## src/rtl/inst_fetch_buf.sv

```systemverilog
// rtl/inst_fetch_buf.sv - instruction fetch front end: PC owner, BRAM reader and decode FIFO
// Optional feature macro: IF_PERF_CNT_EN (adds perf_fetch_o / perf_stall_o counters)
module inst_fetch_buf #(
    parameter logic [31:0] RESET_PC = 32'h0000_0000,
    parameter int          ROM_AW   = 10,
    parameter int          DEPTH    = 2
) (
    input  logic              clk,
    input  logic              rst,
    output logic              rom_ce_o,
    output logic [ROM_AW-1:0] rom_addr_o,
    input  logic [31:0]       rom_data_i,
    output logic [31:0]       inst_o,
    output logic [31:0]       pc_o,
    output logic              valid_o,
    input  logic              ready_i,
    input  logic              redirect_i,
`ifdef IF_PERF_CNT_EN
    input  logic [31:0]       redirect_pc_i,
    output logic [31:0]       perf_fetch_o,
    output logic [31:0]       perf_stall_o
`else
    input  logic [31:0]       redirect_pc_i
`endif
);

    localparam int PW = $clog2(DEPTH);
    localparam int CW = $clog2(DEPTH + 1);

    logic [31:0]   pc_q;
    logic [31:0]   req_pc;
    logic          inflight;
    logic          discard;
    logic [PW-1:0] rd_ptr;
    logic [PW-1:0] wr_ptr;
    logic [CW-1:0] count;
    logic [31:0]   inst_mem [DEPTH];
    logic [31:0]   pc_mem   [DEPTH];

    logic          pop;
    logic          push;
    logic          issue;
    logic [CW:0]   occ;
    logic          head_valid;

    assign head_valid = (count != '0);
    assign valid_o    = head_valid & ~redirect_i & ~rst;
    assign pop        = valid_o & ready_i;
    // A response is kept only if it belongs to the current fetch stream.
    assign push       = inflight & ~discard & ~redirect_i & ~rst;

    // Occupancy counts the in-flight word too, so a response always has a free slot.
    assign occ   = {1'b0, count} + {{CW{1'b0}}, inflight} - {{CW{1'b0}}, pop};
    assign issue = ~rst & ~redirect_i & (occ < (CW+1)'(DEPTH));

    assign rom_ce_o   = issue;
    assign rom_addr_o = pc_q[ROM_AW+1:2];
    assign inst_o     = head_valid ? inst_mem[rd_ptr] : 32'h0;
    assign pc_o       = head_valid ? pc_mem[rd_ptr]   : 32'h0;

    // PC and in-flight tracking; redirect takes priority over issue.
    always_ff @(posedge clk) begin
        if (rst) begin
            pc_q     <= RESET_PC;
            req_pc   <= 32'h0;
            inflight <= 1'b0;
            discard  <= 1'b0;
        end else if (redirect_i) begin
            pc_q     <= redirect_pc_i & 32'hFFFF_FFFC;
            inflight <= 1'b0;
            discard  <= inflight;
        end else begin
            inflight <= issue;
            discard  <= 1'b0;
            if (issue) begin
                req_pc <= pc_q;
                pc_q   <= pc_q + 32'd4;
            end
        end
    end

    // FIFO pointers and occupancy; a redirect flushes everything buffered.
    always_ff @(posedge clk) begin
        if (rst || redirect_i) begin
            rd_ptr <= '0;
            wr_ptr <= '0;
            count  <= '0;
        end else begin
            if (push) wr_ptr <= wr_ptr + 1'b1;
            if (pop)  rd_ptr <= rd_ptr + 1'b1;
            count <= count + CW'(push) - CW'(pop);
        end
    end

    // FIFO storage; contents are don't-care while unoccupied.
    always_ff @(posedge clk) begin
        if (push) begin
            inst_mem[wr_ptr] <= rom_data_i;
            pc_mem[wr_ptr]   <= req_pc;
        end
    end

    // Overflow cannot happen because issue reserves a slot ahead of the response.
    always_ff @(posedge clk) begin
        if (!rst) assert (!(push && !pop && count == CW'(DEPTH)));
    end

`ifdef IF_PERF_CNT_EN
    // Delivered-instruction and empty-head cycle counters, frozen while redirecting.
    always_ff @(posedge clk) begin
        if (rst) begin
            perf_fetch_o <= 32'h0;
            perf_stall_o <= 32'h0;
        end else if (!redirect_i) begin
            if (pop)      perf_fetch_o <= perf_fetch_o + 32'd1;
            if (!valid_o) perf_stall_o <= perf_stall_o + 32'd1;
        end
    end
`endif

endmodule

```

## config.mk

```make
export PLATFORM = sky130hd
export DESIGN_NAME = inst_fetch_buf
export DESIGN_NICKNAME = d
export VERILOG_FILES = /design/src/rtl/inst_fetch_buf.sv
export SDC_FILE = /design/constraint.sdc
export NUM_CORES = 1
export LEC_CHECK = 0
export CAP_MARGIN = 10
export CORE_UTILIZATION = 56
export CTS_CLUSTER_SIZE = 40
export DETAILED_ROUTE_END_ITERATION = 10
export HOLD_SLACK_MARGIN = 0.1
export MAX_ROUTING_LAYER = met4
export PLACE_DENSITY = 0.84
export SYNTH_ARGS = -nofsm -noshare
export SYNTH_HDL_FRONTEND = slang
export SYNTH_SLANG_ARGS = --single-unit
```

## constraint.sdc

```tcl
create_clock -name clk -period 11.4 [get_ports clk]
set_input_delay 2.85 -clock clk [delete_from_list [all_inputs] [get_ports clk]]
set_output_delay 2.85 -clock clk [all_outputs]
set_load 0.005 [all_outputs]
```

==> metrics.md <==
| Metric | Value |
|---|---|
| Worst Reg-to-Reg Cells | 12 |
| #FFs+latches synth | between 150 and 200 |
| DIE AREA | between 10000 and 15000 µm² |
| Critical Path Fanout Max | 52 |
| Post-route clock period utilization | 82.8% |
| Most frequent cells in the layout | 138 x clkdlybuf4s50_1, 124 x edfxtp_1, 81 x nor2_1, 81 x nand2_1, 66 x dfxtp_1 |
| Via density per instance | 5.61 |
| Setup violations, final | 0 |
| Critical path class | input port to primary output |
| Post-synth EDFFs | between 100 and 150 |
| Synthesis Warnings | 0 |
| Final Wtd Congestion | approximately 0.9 |
| Post-DP HPWL | 10200 µm |
| Worst Hold End | pc_mem[0][11] |
| Most common flop cell mapped by yosys | edfxtp_1 |
| Remaining DRCs | 0 |
| Worst slew margin | 27.3% |
| Ports | around 140 |
| Largest net degree at the start of global routing | 63 |
| R2r endpoint | pc_q[16] |
| Mapped cell area | a little under 8000 µm² |
| Setup Buffers After CTS | 0 |
| Antenna violations before repair | 0 |
| Initial Utilization | 58.2% |
| Die height | 120 µm |
| All-Layer GR Usage | a little under a quarter |
| Max-cap viol count | 0 |
| FILL cells | between 900 and 1000 |
| RSZ-0062 raised after global routing | no |
| Vias in the first global route | about 5200 |
| Cell mode on critical path | clkdlybuf4s50_1 |
| CP arrival | between 6 and 7 ns |
| Via count | 5407 |
| Routed Antenna Nets | 0 |
| Critical Path Start Type | input port |
| Nets | between 800 and 900 |
| CP max-delay cell | inv_2 |
| Gr ovfl total | 0 |
| TritonCTS clock tree | yes |
| Leakage | 0.00326 µW |
| Slew @ Worst Pin | roughly 1.1 ns |
| Clock latency on the worst-skew pair | approximately 0.42 ns |
| Critical path's top delay family | buffers and inverters |
| Port bufs | 139 |
| Crit path largest cell delay | approximately 0.65 ns |
| Detailed Routing Iterations Pass 1 | 5 |
| CTS buffer count | 17 |
| Clock root buffer | clkbuf_16 |
| Core footprint | ~13000 µm² |
| Drt wl/cell | approximately 16 µm |
| Start point of the worst hold path | req_pc[11] |
| Register area share after synthesis | 64.6% |
| Proportion of layout cells with a drive suffix above 1 | between 7 and 8% |
| Routed WL | around 16000 µm |
| Final setup TNS | 0 ns |
| Die Wd | roughly 120 µm |
| CTS max path bufs | 2 |
| Number of buffers and inverters on the critical path | 4 |
| Num Clock Sinks | 191 |
| Synthesized instance count | approximately 660 |
| Initial drt markers | between 400 and 500 |
| Final Hold Viols | 0 |
| Kind of end point of the critical path | primary output |
| Worst endpoint required time | approximately 8.6 ns |
| Run status | finished clean |
| Avg Synthesized Cell Area | ~12 µm² |
| Hold Crit Depth | 0 |
| Min cycle time layout | ~9.4 ns |
| H-tree depth | 4 |
| Area of placed instances | 9270 µm² |
| Pins Over Slew Limit | 0 |
| FMAX | 106 MHz |
| Cts repair resizes | 0 |
| Worst R2R Start | count[1] |
| Yosys top cell by area | edfxtp_1 |
| Antenna cells | 0 |
| Worst hold path type | flop to flop |
| Hold slack | 0.454 ns |
| Ranking of synthesized cells by area | edfxtp_1 48%, dfxtp_1 17%, mux2i_1 8.2%, nor2_1 4.0%, nand2_1 3.9% |
| Async S/R FF share, synth | 0% |
| FP Rows | between 40 and 50 |
| Hold_buf cts | 0 |
| Clk slew on worst S/H paths | 0.06 ns |
| P per Cell Area | ~140 nW/µm² |
| Most common cell after layout, fill and taps aside | clkdlybuf4s50_1 |
| Synth unique cells | 50 |
| Area Overhead vs Synth | 25.7% |
| Maximum vdd drop | 0.0000949 V |
| Flop2flop setup slack | slightly below 8 ns |
| First-pass GRT wire length | 25300 µm |
| Fin Clk Skew | between 0.004 and 0.005 ns |
| Synth top area share | between 40% and 50% |
| Cell Chain, Critical Path | clkdlybuf4s50_1 > buf_4 > or2_1 > nor2_1 > and2_1 > ha_1 > nand2b_1 > fa_1 > xnor2_1 > nand3_2 > inv_2 > clkdlybuf4s50_1 |
| Post-route cell area | 9850 µm² |
[synthesized netlist by cell type, types with 3 or more instances]
| master | count |
|---|---|
| clkbuf_1 | 22 |
| a32oi_1 | 7 |
| xor2_1 | 6 |
| xnor2_1 | 4 |
| a21oi_1 | 48 |
| nand2_1 | 81 |
| and2_1 | 5 |
| edfxtp_1 | 124 |
| and3_1 | 4 |
| or3_1 | 5 |
| o21ai_0 | 17 |
| buf_2 | 9 |
| nor2_1 | 84 |
| dfxtp_1 | 67 |
| ha_1 | 4 |
| nor2b_1 | 5 |
| inv_1 | 8 |
| mux2_2 | 5 |
| a31oi_1 | 8 |
| nand3_2 | 3 |
| nand2b_1 | 6 |
| buf_4 | 14 |
| nand4_1 | 11 |
| nand3_1 | 14 |
| mux2i_1 | 64 |
[worst max-delay path by stage]
| stage | startpoint | depth (start not counted) | endpoint |
|---|---|---|---|
| floorplan | redirect_i | 12 | rom_ce_o |
| global placement | redirect_i | 12 | rom_ce_o |
| detailed placement | redirect_i | 12 | rom_ce_o |
| CTS | redirect_i | 12 | rom_ce_o |
| global route | redirect_i | 12 | rom_ce_o |
| finish | redirect_i | 12 | rom_ce_o |
[power by group]
part | switching, µW | internal [µW]
logic | 34.8 | 39.4
clock network | 246 | 331
registers | 14.9 | 748
[logic make-up (layout without fill, tap and decap cells)]
| kind of cell | count (synthesis) | count (layout) | synth area share, % |
|---|---|---|---|
| simple gates | 235 | 235 | 14.2 |
| flops | 191 | 191 | 64.6 |
| compound gates | 91 | 91 | 6.66 |
| mux | 69 | 69 | 8.89 |
| buf+inv | 56 | 185 | 3.50 |
| xor+xnor | 10 | 10 | 1.12 |
| fa+ha+maj | 5 | 5 | 0.894 |
| other cells | 1 | 2 | 0.0479 |
[per-stage QoR]
step | std cells | power [µW] | util, % | worst slack [ns]
6_report | 964 | 1410 | 73.2 | 1.96
3_5_place_dp | 932 | 851 | 68.9 | 1.99
4_1_cts | 964 | 1420 | 73.2 | 1.96
2_1_floorplan | 659 | 811 | - | 3.41
3_3_place_gp | 932 | 847 | 68.9 | 2.06
5_1_grt | 964 | 1460 | 73.2 | 1.70
[per-layer routing]
layer,track usage [%],vias to the layer above,part of all wire (%)
met2,38.4,223,50
met5,-,-,0
met3,4.62,17,6.8
met4,7.56,0,1.2
met1,28.5,2582,42
li1,-,2585,-
[state kept, by name, indices dropped and copies added (netlist names), named ones only]
name / count
count: 2
discard: 1
inflight: 1
inst_mem: 64
pc_mem: 60
pc_q: 30
rd_ptr: 1
req_pc: 30
wr_ptr: 1
[layout make-up]
cell class                      count  area (µm²)  area share, %
Multi-Input combinational cell    412        2520           25.6
Tap cell                          176         220           2.24
Clock inverter                     12         133           1.35
Clock buffer                       20         447           4.54
Timing Repair Buffer              144        1420           14.5
Inverter                            9        33.8          0.343
Sequential cell                   191        5070           51.5
[worst register-to-register path, stage by stage (launching register included)]
cell	delay, ns
dfxtp_1	0.51
nor2_4	0.07
nor2_1	0.13
and2_1	0.17
ha_1	0.23
nand2b_1	0.15
fa_1	0.38
xnor2_1	0.20
nand3_2	0.11
inv_2	0.65
nand3_1	0.33
or3_1	0.39
a31oi_1	0.18
Power figures use the tool's default switching activity.
